===== src/rtl/dmem_arbiter.sv =====
// dmem_arbiter
//   Shares one data-memory port among NREQ requesters (requester 0 = load/store
//   unit, others = debug/DMA masters). Round-robin grant, one transaction in
//   flight, owner locked until the memory answers or the timeout fires.
// Ports
//   clk, rst                 clock, synchronous active-high reset
//   m_addr / m_wr_data       per-requester address / write data, slice i = [i*W +: W]
//   m_wr_req / m_rd_req      per-requester requests, held until the matching ready
//   m_wr_ready / m_rd_ready  one-cycle completion pulse to the owner
//   m_rd_data                read data, valid with any m_rd_ready bit, else 0
//   m_err                    one-cycle pulse alongside ready on timeout
//   d_addr / d_wr_data       registered memory address / write data
//   d_wr_req / d_rd_req      registered memory requests
//   d_wr_ready / d_rd_ready  memory completion strobes
//   d_rd_data                memory read data
module dmem_arbiter #(
    parameter int NREQ    = 2,
    parameter int AW      = 32,
    parameter int DW      = 32,
    parameter int TIMEOUT = 255
) (
    input  logic                 clk,
    input  logic                 rst,
    input  logic [NREQ*AW-1:0]   m_addr,
    input  logic [NREQ*DW-1:0]   m_wr_data,
    input  logic [NREQ-1:0]      m_wr_req,
    input  logic [NREQ-1:0]      m_rd_req,
    output logic [NREQ-1:0]      m_wr_ready,
    output logic [NREQ-1:0]      m_rd_ready,
    output logic [DW-1:0]        m_rd_data,
    output logic [NREQ-1:0]      m_err,
    output logic [AW-1:0]        d_addr,
    output logic [DW-1:0]        d_wr_data,
    output logic                 d_wr_req,
    input  logic                 d_wr_ready,
    output logic                 d_rd_req,
    input  logic                 d_rd_ready,
    input  logic [DW-1:0]        d_rd_data
);

    localparam int IW = $clog2(NREQ);
    localparam int CW = (TIMEOUT > 0) ? $clog2(TIMEOUT + 1) : 1;

    typedef enum logic {IDLE, BUSY} state_t;

    state_t          state;
    logic [IW-1:0]   owner;
    logic [IW-1:0]   rr;
    logic            op_wr;
    logic [CW-1:0]   cnt;

    logic [NREQ-1:0] pend;
    logic            grant_found;
    logic [IW-1:0]   grant_idx;
    logic            match;
    logic            timed_out;
    logic            done_ok;
    logic            done_to;
    logic            done;
    logic [NREQ-1:0] owner_hot;
    logic [IW-1:0]   next_rr;

    // Round-robin search: first pending bit starting at rr, wrapping at NREQ.
    always_comb begin
        int unsigned   idx;
        logic [IW-1:0] cand;
        pend        = m_wr_req | m_rd_req;
        grant_found = 1'b0;
        grant_idx   = '0;
        idx         = 0;
        cand        = '0;
        for (int unsigned i = 0; i < NREQ; i++) begin
            idx = 32'(rr) + i;
            if (idx >= NREQ) begin
                idx = idx - NREQ;
            end
            cand = IW'(idx);
            if (!grant_found && pend[cand]) begin
                grant_found = 1'b1;
                grant_idx   = cand;
            end
        end
    end

    // Completion is decided combinationally so the owner sees ready in the
    // same cycle as the memory strobe; reset suppresses any pulse.
    always_comb begin
        match     = op_wr ? d_wr_ready : d_rd_ready;
        timed_out = (TIMEOUT > 0) && (cnt == CW'(TIMEOUT));
        done_ok   = (state == BUSY) && !rst && match;
        done_to   = (state == BUSY) && !rst && !match && timed_out;
        done      = done_ok | done_to;
        owner_hot = NREQ'(1) << owner;
        next_rr   = (owner == IW'(NREQ - 1)) ? '0 : owner + 1'b1;

        m_wr_ready = (done && op_wr)  ? owner_hot : '0;
        m_rd_ready = (done && !op_wr) ? owner_hot : '0;
        m_err      = done_to ? owner_hot : '0;
        m_rd_data  = (done_ok && !op_wr) ? d_rd_data : '0;
    end

    always_ff @(posedge clk) begin
        if (rst) begin
            state     <= IDLE;
            owner     <= '0;
            rr        <= '0;
            op_wr     <= 1'b0;
            cnt       <= '0;
            d_addr    <= '0;
            d_wr_data <= '0;
            d_wr_req  <= 1'b0;
            d_rd_req  <= 1'b0;
        end else begin
            case (state)
                IDLE: begin
                    cnt <= '0;
                    if (grant_found) begin
                        // Write wins when the owner asserts both; its read stays pending.
                        owner     <= grant_idx;
                        op_wr     <= m_wr_req[grant_idx];
                        d_addr    <= m_addr[grant_idx*AW +: AW];
                        d_wr_data <= m_wr_data[grant_idx*DW +: DW];
                        d_wr_req  <= m_wr_req[grant_idx];
                        d_rd_req  <= !m_wr_req[grant_idx];
                        state     <= BUSY;
                    end
                end
                BUSY: begin
                    if (done) begin
                        d_wr_req <= 1'b0;
                        d_rd_req <= 1'b0;
                        rr       <= next_rr;
                        cnt      <= '0;
                        state    <= IDLE;
                    end else if (TIMEOUT > 0) begin
                        cnt <= cnt + 1'b1;
                    end
                end
                default: state <= IDLE;
            endcase
        end
    end

endmodule


===== config.mk =====
export PLATFORM = sky130hd
export DESIGN_NAME = dmem_arbiter
export DESIGN_NICKNAME = d
export VERILOG_FILES = /design/src/rtl/dmem_arbiter.sv
export SDC_FILE = /design/constraint.sdc
export NUM_CORES = 1
export LEC_CHECK = 0
export ABC_AREA = 1
export CORE_ASPECT_RATIO = 0.5
export CORE_UTILIZATION = 31
export DETAILED_ROUTE_END_ITERATION = 12
export PLACE_DENSITY = 0.77
export SYNTH_ARGS = -nofsm -noshare
export SYNTH_HDL_FRONTEND = slang
export SYNTH_SLANG_ARGS = --single-unit

===== constraint.sdc =====
create_clock -name clk -period 1.3 [get_ports clk]
set_clock_uncertainty 0.05 [all_clocks]
set_input_delay 0.26 -clock clk [delete_from_list [all_inputs] [get_ports clk]]
set_output_delay 0.26 -clock clk [all_outputs]
set_load 0.02 [all_outputs]

==> flow_summary.toml <==
[pwr]
leakagePower_uw = 0.00385
p_total_uw = 10700
power_per_cell_area_nw_per_um2 = 1180
irDropWorstVdd_uv = 723

[clock_tree]
clock_path_buffers = 2
cts_tree = "yes"
clk_sink_count = 78
clk-insertion-delay-late_ns = 0.35
clkSlewWorstSetupHoldPaths_ns = 0.06
cts-hold-fix-buffers = 0
num_cts_buffers = 9
htree_levels = 3
root_buffer = "clkbuf_16"

[worst_setup_path]
reg2reg_from = "state"
path_cells = "ha_4 -> nand3_4 -> nor2_4 -> nand3_4 -> buf_4 -> nor2_4 -> buf_6"
critical_path_class = "register to output port"
cp-start-kind = "register"
critical_path.n_buffers_inverters = 2
critical-path-slowest-cell = "dfxtp_4"
crit_path_start = "cnt[1]"
critical_path.top_delay_family = "simple AND/OR/NAND/NOR gates"
worst-endpoint-arrival_ns = 1.64
path_max_fanout = 3
setup.worst_path.end_class = "output port"
crit_required_ns = 0.99
critical_path.max_stage_delay_ns = 0.37

[synthesis]
number_of_enable_type_register_cells_in_the_synthesized_netlist = 0
netlist-cell-type-count = 29
async_reset_ff_share_pct = 0
synthesis.nets = 682
synthesis.yosys.warnings = 0
synthesis.area_per_instance_sq_um = 7.25
synthesis.instances = 513
register_bit_count_reported_by_yosys = 78
seq_area_frac_synth_pct = 42.0
ys_dominant_reg_cell = "dfxtp_1"
mappedNetlistArea_sq_um = 3720

[timing]
max_slew.worst_pin.slew_ns = 0.720
final-max-slew-violation-count = 0
final_hold_viol_count = 0
finalSetupViolCount = 119
tns_setup_ns = -37.40
postLayoutSetupSlackWorst_ns = -0.649
fmax_mhz = 513
timing.final.crit_period_ns = 1.95
min_period_over_period_pct = 150
slew_headroom_pct = 52.0
rsz0062_at_grt = "yes"

[cells_and_area]
flow.area_growth_from_synthesis_pct = 142
numnets_final = 1019
final_cell_mix = "clkdlybuf4s50_1, dfxtp_1, nand2_1"
nFillCells = 641
most_common_cell_after_layout_fill_and_taps_aside = "clkdlybuf4s50_1"
multiInputGateArea_sq_um = 2740
final_cell_count_no_fill = 1015
register_area_sq_um = 1570
share_of_post_route_cells_with_drive_strength_above_1_pct = 47.3

[drt]
route.detailed.drc = 0
detailroute.via_count = 5771
drt_iter0_drcs = 589
ant_nets = 0
finalWirelength_um = 24400
post_drt_wl_per_cell_um = 24.0
first_pass_drt_iterations = 6
vias_per_cell = 5.69

[global_routing]
vias_in_the_first_global_route = 5345
grt_first_pass_wirelength_um = 29600
busiest_layer = "met2"
pin_count_of_the_biggest_net_entering_global_routing = 68
global_route.usage.met3_pct = 8.63
antenna_found_initial = 1
groute.layer.met1.usage_pct = 35.2
global_route_usage_over_all_layers_pct = 31.7
met2_usage_pct = 56.0
remaining_overflow_grt = 0

[die]
initial_utilization_pct = 32.9
design.die.area_sq_um = 12500
die_h_um = 79.5
boundaryPins = 272
num_rows = 27
die_x_um = 157
fp.coreArea_sq_um = 11300

[place]
place.port_buffers = 271
gp_congestion = 0.782
detailedPlacementHpwl_um = 10500
placedCellCount = 950

[outcome]
outcome = "complete, but fails checks"
violations = "setup timing"

[hold_path]
timing.hold.worst.start = "rst"
type_of_the_tightest_min_delay_check = "input port to register"

[job]
max_cap_viol_count = 0
## cell usage after synthesis (2+ instances only)
cell type  instances  area [sq um]
buf_2             24           120
clkbuf_1           3          11.3
xor2_1             2          17.5
xnor2_1            2          17.5
a31oi_1           64           400
buf_6              3          33.8
o21ai_2           20           175
o21ai_1           10          50.1
nand2_1          149           559
dfxtp_1           78          1560
o21ai_0           35           175
nand3_2            3          30.0
buf_12             2          40.0
buf_4              5          37.5
a21oi_1            5          25.0
inv_2              6          22.5
nand2_2            3          18.8
nand3_1            5          25.0
nor2_1            48           180
inv_1             37           139
## worst paths after layout
| kind | end | depth (start not counted) | slack [ns] |
|---|---|---|---|
| max | m_err[1] | 7 | -0.65 |
| min | op_wr | 3 | 0.37 |
| max reg2reg | d_addr[8] | 9 | -0.37 |
| min reg2reg | d_addr[11] | 2 | 0.47 |
## metal layers
layer / wire length (um) / vias up / part of all wire, %
met1: 8800 / 2691 / 36
met2: 11300 / 516 / 46
li1: - / 2385 / -
met3: 2580 / 179 / 11
met4: 1720 / 0 / 7.0
met5: 0 / - / 0
## what timing repair did
item / CTS / global route
setup buffers: 21 / 9
pin swaps: 65 / 38
gates resized for setup: 531 / 180
endpoints found under the setup margin: 182 / 163
cloned: 19 / 10
## sequential cells by signal, summed over array words and instances (netlist names)
register / count
owner: 1
op_wr: 1
d_rd_req: 1
cnt: 8
rr: 1
state: 1
d_wr_req: 1
d_wr_data: 32
d_addr: 32
## worst min-delay path, stage by stage
cell and delay, ns:
dlygate4sd2_1 0.27, buf_4 0.16, a21oi_2 0.03
## metrics by stage
step	util (%)	hold WS [ns]	worst slack (ns)	area, sq um
floorplan	-	0.279	-0.169	4000
global placement	62.8	0.424	-0.970	7110
detailed placement	62.8	0.424	-1.01	7110
CTS	76.3	0.298	-0.560	8640
global route	79.6	0.355	-0.683	9000
finish	79.6	0.374	-0.649	9000
## cell families (layout without fill, tap and decap cells)
logic type,after synthesis,in the layout,share of synthesized area [%]
other cells,0,1,0
fa+ha+maj,1,1,0.336
flops,78,78,42.0
xor+xnor,4,4,0.942
compound gates,136,136,22.8
simple gates,213,214,22.9
buf+inv,81,422,11.0
## area by class of cell
type	instances	share of cell area, %
Timing Repair inverter	2	0.361
Clock buffer	13	3.00
Multi-Input combinational cell	355	30.4
Tap cell	159	2.21
Timing Repair Buffer	360	43.5
Clock inverter	3	0.723
Sequential cell	78	17.5
Inverter	44	2.32
Antenna cell	1	0.0278
## report_power, final
part | switching, uW | internal (uW) | total (uW)
logic | 2500 | 2230 | 4730
registers | 263 | 2740 | 3000
clock network | 1090 | 1840 | 2930
No activity file was read; power rests on OpenSTA's default activity.
